## src/rtl/pipelined_comparator.sv

```systemverilog
// rtl/pipelined_comparator.sv - pipelined signed/unsigned magnitude comparator with equal-result counter
//
// Compares two WIDTH-bit operands CHUNK bits per stage, most significant chunk
// first, over STAGES = ceil(WIDTH/CHUNK) pipeline stages.
//
// Ports:
//   clk          system clock, rising edge
//   rst_n        asynchronous active-low reset
//   in_valid     operand pair + mode present
//   in_ready     block can accept this cycle (= !stall)
//   A, B         operands
//   signed_mode  1 = two's-complement compare, 0 = unsigned
//   out_valid    result present on eq/lt/gt
//   out_ready    consumer takes result this cycle
//   eq, lt, gt   compare result, held while out_valid=0
//   cnt_clr      synchronous clear of eq_count
//   eq_count     saturating count of delivered eq=1 results
module pipelined_comparator #(
  parameter int WIDTH = 16,
  parameter int CHUNK = 4,
  parameter int CNT_W = 8
) (
  input  logic             clk,
  input  logic             rst_n,
  input  logic             in_valid,
  output logic             in_ready,
  input  logic [WIDTH-1:0] A,
  input  logic [WIDTH-1:0] B,
  input  logic             signed_mode,
  output logic             out_valid,
  input  logic             out_ready,
  output logic             eq,
  output logic             lt,
  output logic             gt,
  input  logic             cnt_clr,
  output logic [CNT_W-1:0] eq_count
);

  localparam int STAGES = (WIDTH + CHUNK - 1) / CHUNK;
  localparam int PW     = STAGES * CHUNK;
  localparam int LAST   = STAGES - 1;

  logic              stall;
  logic [PW-1:0]     a_ext, b_ext;
  logic [CHUNK-1:0]  ca, cb;

  logic [STAGES-1:0] valid_q, dec_q, lt_q, gt_q;
  logic [STAGES-1:0] valid_d, dec_d, lt_d, gt_d;
  logic [PW-1:0]     a_q [STAGES];
  logic [PW-1:0]     b_q [STAGES];
  logic [PW-1:0]     a_d [STAGES];
  logic [PW-1:0]     b_d [STAGES];

  // Inputs seen by each stage: stage 0 takes the prepared operands, later
  // stages take the previous stage's registers.
  logic [STAGES-1:0] v_src, dec_src, lt_src, gt_src;
  logic [PW-1:0]     a_src [STAGES];
  logic [PW-1:0]     b_src [STAGES];

  logic [CNT_W-1:0]  cnt_q;

  assign stall     = valid_q[LAST] & ~out_ready;
  assign in_ready  = ~stall;
  assign out_valid = valid_q[LAST];
  assign eq        = ~dec_q[LAST];
  assign lt        = lt_q[LAST];
  assign gt        = gt_q[LAST];
  assign eq_count  = cnt_q;

  always_comb begin
    // Flipping the sign bit maps two's-complement order onto unsigned order;
    // padding zeros on the MSB side never influence the result.
    a_ext              = '0;
    b_ext              = '0;
    a_ext[WIDTH-1:0]   = A;
    b_ext[WIDTH-1:0]   = B;
    a_ext[WIDTH-1]     = A[WIDTH-1] ^ signed_mode;
    b_ext[WIDTH-1]     = B[WIDTH-1] ^ signed_mode;

    v_src   = '0;
    dec_src = '0;
    lt_src  = '0;
    gt_src  = '0;
    a_src[0] = a_ext;
    b_src[0] = b_ext;
    v_src[0] = in_valid;
    for (int s = 1; s < STAGES; s++) begin
      a_src[s]   = a_q[s-1];
      b_src[s]   = b_q[s-1];
      v_src[s]   = valid_q[s-1];
      dec_src[s] = dec_q[s-1];
      lt_src[s]  = lt_q[s-1];
      gt_src[s]  = gt_q[s-1];
    end

    ca = '0;
    cb = '0;
    for (int s = 0; s < STAGES; s++) begin
      valid_d[s] = v_src[s];
      a_d[s]     = a_q[s];
      b_d[s]     = b_q[s];
      dec_d[s]   = dec_q[s];
      lt_d[s]    = lt_q[s];
      gt_d[s]    = gt_q[s];
      // Data only moves with a valid token so the last stage keeps showing
      // its previous result across bubbles.
      if (v_src[s]) begin
        ca     = a_src[s][PW-1-s*CHUNK -: CHUNK];
        cb     = b_src[s][PW-1-s*CHUNK -: CHUNK];
        a_d[s] = a_src[s];
        b_d[s] = b_src[s];
        if (dec_src[s]) begin
          dec_d[s] = 1'b1;
          lt_d[s]  = lt_src[s];
          gt_d[s]  = gt_src[s];
        end else if (ca != cb) begin
          dec_d[s] = 1'b1;
          lt_d[s]  = (ca < cb);
          gt_d[s]  = ~(ca < cb);
        end else begin
          dec_d[s] = 1'b0;
          lt_d[s]  = 1'b0;
          gt_d[s]  = 1'b0;
        end
      end
    end
  end

  always_ff @(posedge clk or negedge rst_n) begin
    if (!rst_n) begin
      valid_q <= '0;
      // decided=1 with lt=gt=0 makes eq/lt/gt all read 0 out of reset.
      dec_q   <= '1;
      lt_q    <= '0;
      gt_q    <= '0;
      for (int s = 0; s < STAGES; s++) begin
        a_q[s] <= '0;
        b_q[s] <= '0;
      end
    end else if (!stall) begin
      valid_q <= valid_d;
      dec_q   <= dec_d;
      lt_q    <= lt_d;
      gt_q    <= gt_d;
      for (int s = 0; s < STAGES; s++) begin
        a_q[s] <= a_d[s];
        b_q[s] <= b_d[s];
      end
    end
  end

  always_ff @(posedge clk or negedge rst_n) begin
    if (!rst_n) begin
      cnt_q <= '0;
    end else if (cnt_clr) begin
      cnt_q <= '0;
    end else if (out_valid && out_ready && eq && (cnt_q != {CNT_W{1'b1}})) begin
      cnt_q <= cnt_q + 1'b1;
    end
  end

endmodule

```

## config.mk

```make
export PLATFORM = sky130hd
export DESIGN_NAME = pipelined_comparator
export DESIGN_NICKNAME = d
export VERILOG_FILES = /design/src/rtl/pipelined_comparator.sv
export SDC_FILE = /design/constraint.sdc
export NUM_CORES = 1
export LEC_CHECK = 0
export ABC_AREA = 1
export CAP_MARGIN = 20
export CORE_ASPECT_RATIO = 0.5
export CORE_MARGIN = 1.5
export CORE_UTILIZATION = 40
export CTS_CLUSTER_DIAMETER = 150
export DETAILED_ROUTE_END_ITERATION = 10
export MAX_ROUTING_LAYER = met4
export PLACE_DENSITY = 0.65
export SYNTH_ARGS = -nofsm -noshare
export SYNTH_HDL_FRONTEND = slang
export SYNTH_SLANG_ARGS = --single-unit
```

## constraint.sdc

```tcl
create_clock -name clk -period 1.3 [get_ports clk]
set_clock_uncertainty 0.1 [all_clocks]
set_input_delay 0.13 -clock clk [delete_from_list [all_inputs] [get_ports clk]]
set_output_delay 0.13 -clock clk [all_outputs]
set_load 0.05 [all_outputs]
```

==> results.cfg <==
[placed_design]
post-dp-hpwl_um = 4970
place.port_buffers = 50
routabilityCongestion = 0.826
dp_slack_ps = -392

[layout]
drive_gt1_share_pct = 42.4
syn_to_final_growth_pct = 63.3
final_common_cell = nand2_1
nNetsFinal = 574
final_util_pct = 68.6
layout_common_cells = nand2_1, dfrtp_1, nand2_2
diodes = 0

[floorplanning]
fp-row-count = 23
coreArea_um2 = 8170
design.portCount = 51
die_x_um = 134
initial_utilization_pct = 42.0
fp.dieH_um = 68.5
die_area_um2 = 9180

[grt]
grt_pass1_vias = 2676
grt_max_degree = 73
antenna_found_initial = 0
grt_pass1_wl_um = 12400
grt_overflow = 0
grtUsageTotal_pct = 18.4

[routing]
avgViaCountPerCell = 4.86
wl_met1_um = 4150
wl_met3_um = 280
wirelength_um = 8920
wire_per_inst_um = 14.0
vias = 3089
routed.top_layer = met4
drt_iter0_drc = 151
wl_met2_um = 4380
final_antenna_net_count = 0
drc = 0
firstDrtPassIters = 4

[pwr]
pwr-share-clk_pct = 20.9
finalPower_mw = 10.2
static-leakage-power_nw = 2.70
power_switching_mw = 3.85
p_sw_share_pct = 37.6
powerDensity_nw_per_um2 = 1820
seqPwrFrac_pct = 34.8
ir_drop_mv = 1.14
p_comb_share_pct = 44.3
internal-power_mw = 6.37

[yosys]
syn_area_um2 = 3430
syn_inst = 405
synth_warnings = 0
syn_nets = 460
yosysSeqAreaShare_pct = 52.6
synth_cell_types = 24
ys_ff_latch = 72
syn_area_per_cell_um2 = 8.47

[clock_network]
htree_levels = 3
root_buffer = clkbuf_16
cts_sinks = 72
cts.clk_slew.worst_paths_ps = 60
cts_tree = yes
cts_made_buffers = 9
clkLatencyLatePin_ps = 330
clockBufferDepth = 2

[timing]
relSlewSlack_pct = 64.6
rsz0062_at_grt = yes
tns_ps = -1960
max_freq_mhz = 722
finalHoldViolCount = 0
final_max_slew_viol_count = 0
setup_viol = 51
timing.final.crit_share_pct = 107
worst_slew_pin_slew_ps = 529
finalWorstSetupSlack_ps = -85.0
layout_min_cycle_time_ps = 1390

[run_status]
failed_checks = setup timing
outcome = finished with violations

[hold_path]
hp-start = A[9]
hold_depth = 3
hold_class = primary input to register
whs_endpoint = a_q[57]

[critical_path]
r2r_slack_ps = -90
r2r-end = a_q[37]
crit_required_ps = 1430
crit_path_end_kind = register
critical_path_class = register to register
worstSetupStartpointType = register
critPathMaxFanout = 6
regToRegStartpoint = valid_q[3]
worstRegToRegCells = 9
worst-endpoint-arrival_ps = 1510

[run]
drv_cap = 0
==> sequential cells by signal, indices dropped and copies added, names as in the netlist <==
name / count
lt_q: 4
valid_q: 4
a_q: 24
eq_count: 8
dec_q: 4
b_q: 24
gt_q: 4
==> cells by family (layout without fill, tap and decap cells) <==
logic type	count (synthesis)	after routing	share of synthesized area, %
fa+ha+maj	17	17	6.20
xor+xnor	3	3	0.766
simple gates	190	194	23.1
flops	72	72	52.6
compound gates	62	62	9.41
buf+inv	61	175	7.87
==> worst max path at each step <==
stage | cells past startpoint | from | slack [ps] | endpoint
after floorplan | 8 | dec_q[3] | -180 | eq_count[7]
after global placement | 8 | signed_mode | -360 | gt_q[0]
after detailed placement | 8 | signed_mode | -390 | gt_q[0]
after CTS | 3 | dec_q[3] | -80 | eq
after global routing | 8 | valid_q[3] | -170 | lt_q[1]
final | 9 | valid_q[3] | -90 | a_q[37]
==> metrics by stage <==
step                      instances  instance area, µm²  hold slack, ps
final                           635                5610             230
after global placement          588                4470            88.8
after CTS                       609                4900             220
after floorplan                 405                3550            -266
after detailed placement        588                4470            98.4
after global routing            635                5610             243
==> synth_stat cells, drive strengths merged <==
cell type | count | share of area [%]
clkinv | 1 | 0.26
nand2 | 142 | 17
nand3 | 12 | 1.7
o21bai | 4 | 0.87
a21oi | 19 | 2.8
inv | 52 | 5.8
ha | 17 | 6.2
nor2 | 34 | 4.4
a22oi | 1 | 0.22
xnor2 | 1 | 0.26
xor2 | 2 | 0.51
buf | 8 | 1.8
dfrtp | 68 | 50
o21ai | 38 | 5.5
nand4 | 2 | 0.36
dfstp | 4 | 3.1
==> repair_timing <==
action	CTS	global route
setup endpoints to repair	20	61
pin swaps	26	29
gates cloned	1	10
hold endpoints to repair	68	0
resized for setup	29	125
hold buffers	1	0
buffers inserted	4	16
==> routing by layer <==
metal,track usage (%),vias up
met5,-,-
met3,5.26,10
met2,29.2,65
met4,7.07,0
li1,-,1517
met1,22.8,1497
==> power groups by stage <==
| stage | Sequential [mW] | Clock (mW) | Combinational, mW |
|---|---|---|---|
| 2_1_floorplan | 3.45 | 0 | 1.96 |
| 3_3_place_gp | 3.40 | 0 | 2.98 |
| 3_5_place_dp | 3.42 | 0 | 3.04 |
| 4_1_cts | 3.44 | 2.19 | 3.28 |
| 5_1_grt | 3.63 | 2.30 | 5.00 |
| 6_report | 3.56 | 2.13 | 4.53 |
==> layout make-up <==
cell class / instances / area, µm²
fillers: 659 / 2570
inverters: 53 / 270
repair inverters: 6 / 75.1
repair buffers: 101 / 1160
clock buffers: 14 / 244
flip-flops and latches: 72 / 1820
clock inverters: 1 / 5.00
well taps: 112 / 140
multi-input cells: 276 / 1890
==> worst max-delay path: stages, from the launching register on <==
cell and delay, ps:
dfrtp_2 400, inv_2 60, nor2_4 50, inv_8 80
buf_12 110, nand2_8 90, buf_4 170, buf_6 110
nand2_2 50, o21ai_2 40
Note: power is estimated with default switching activity, not from simulation.
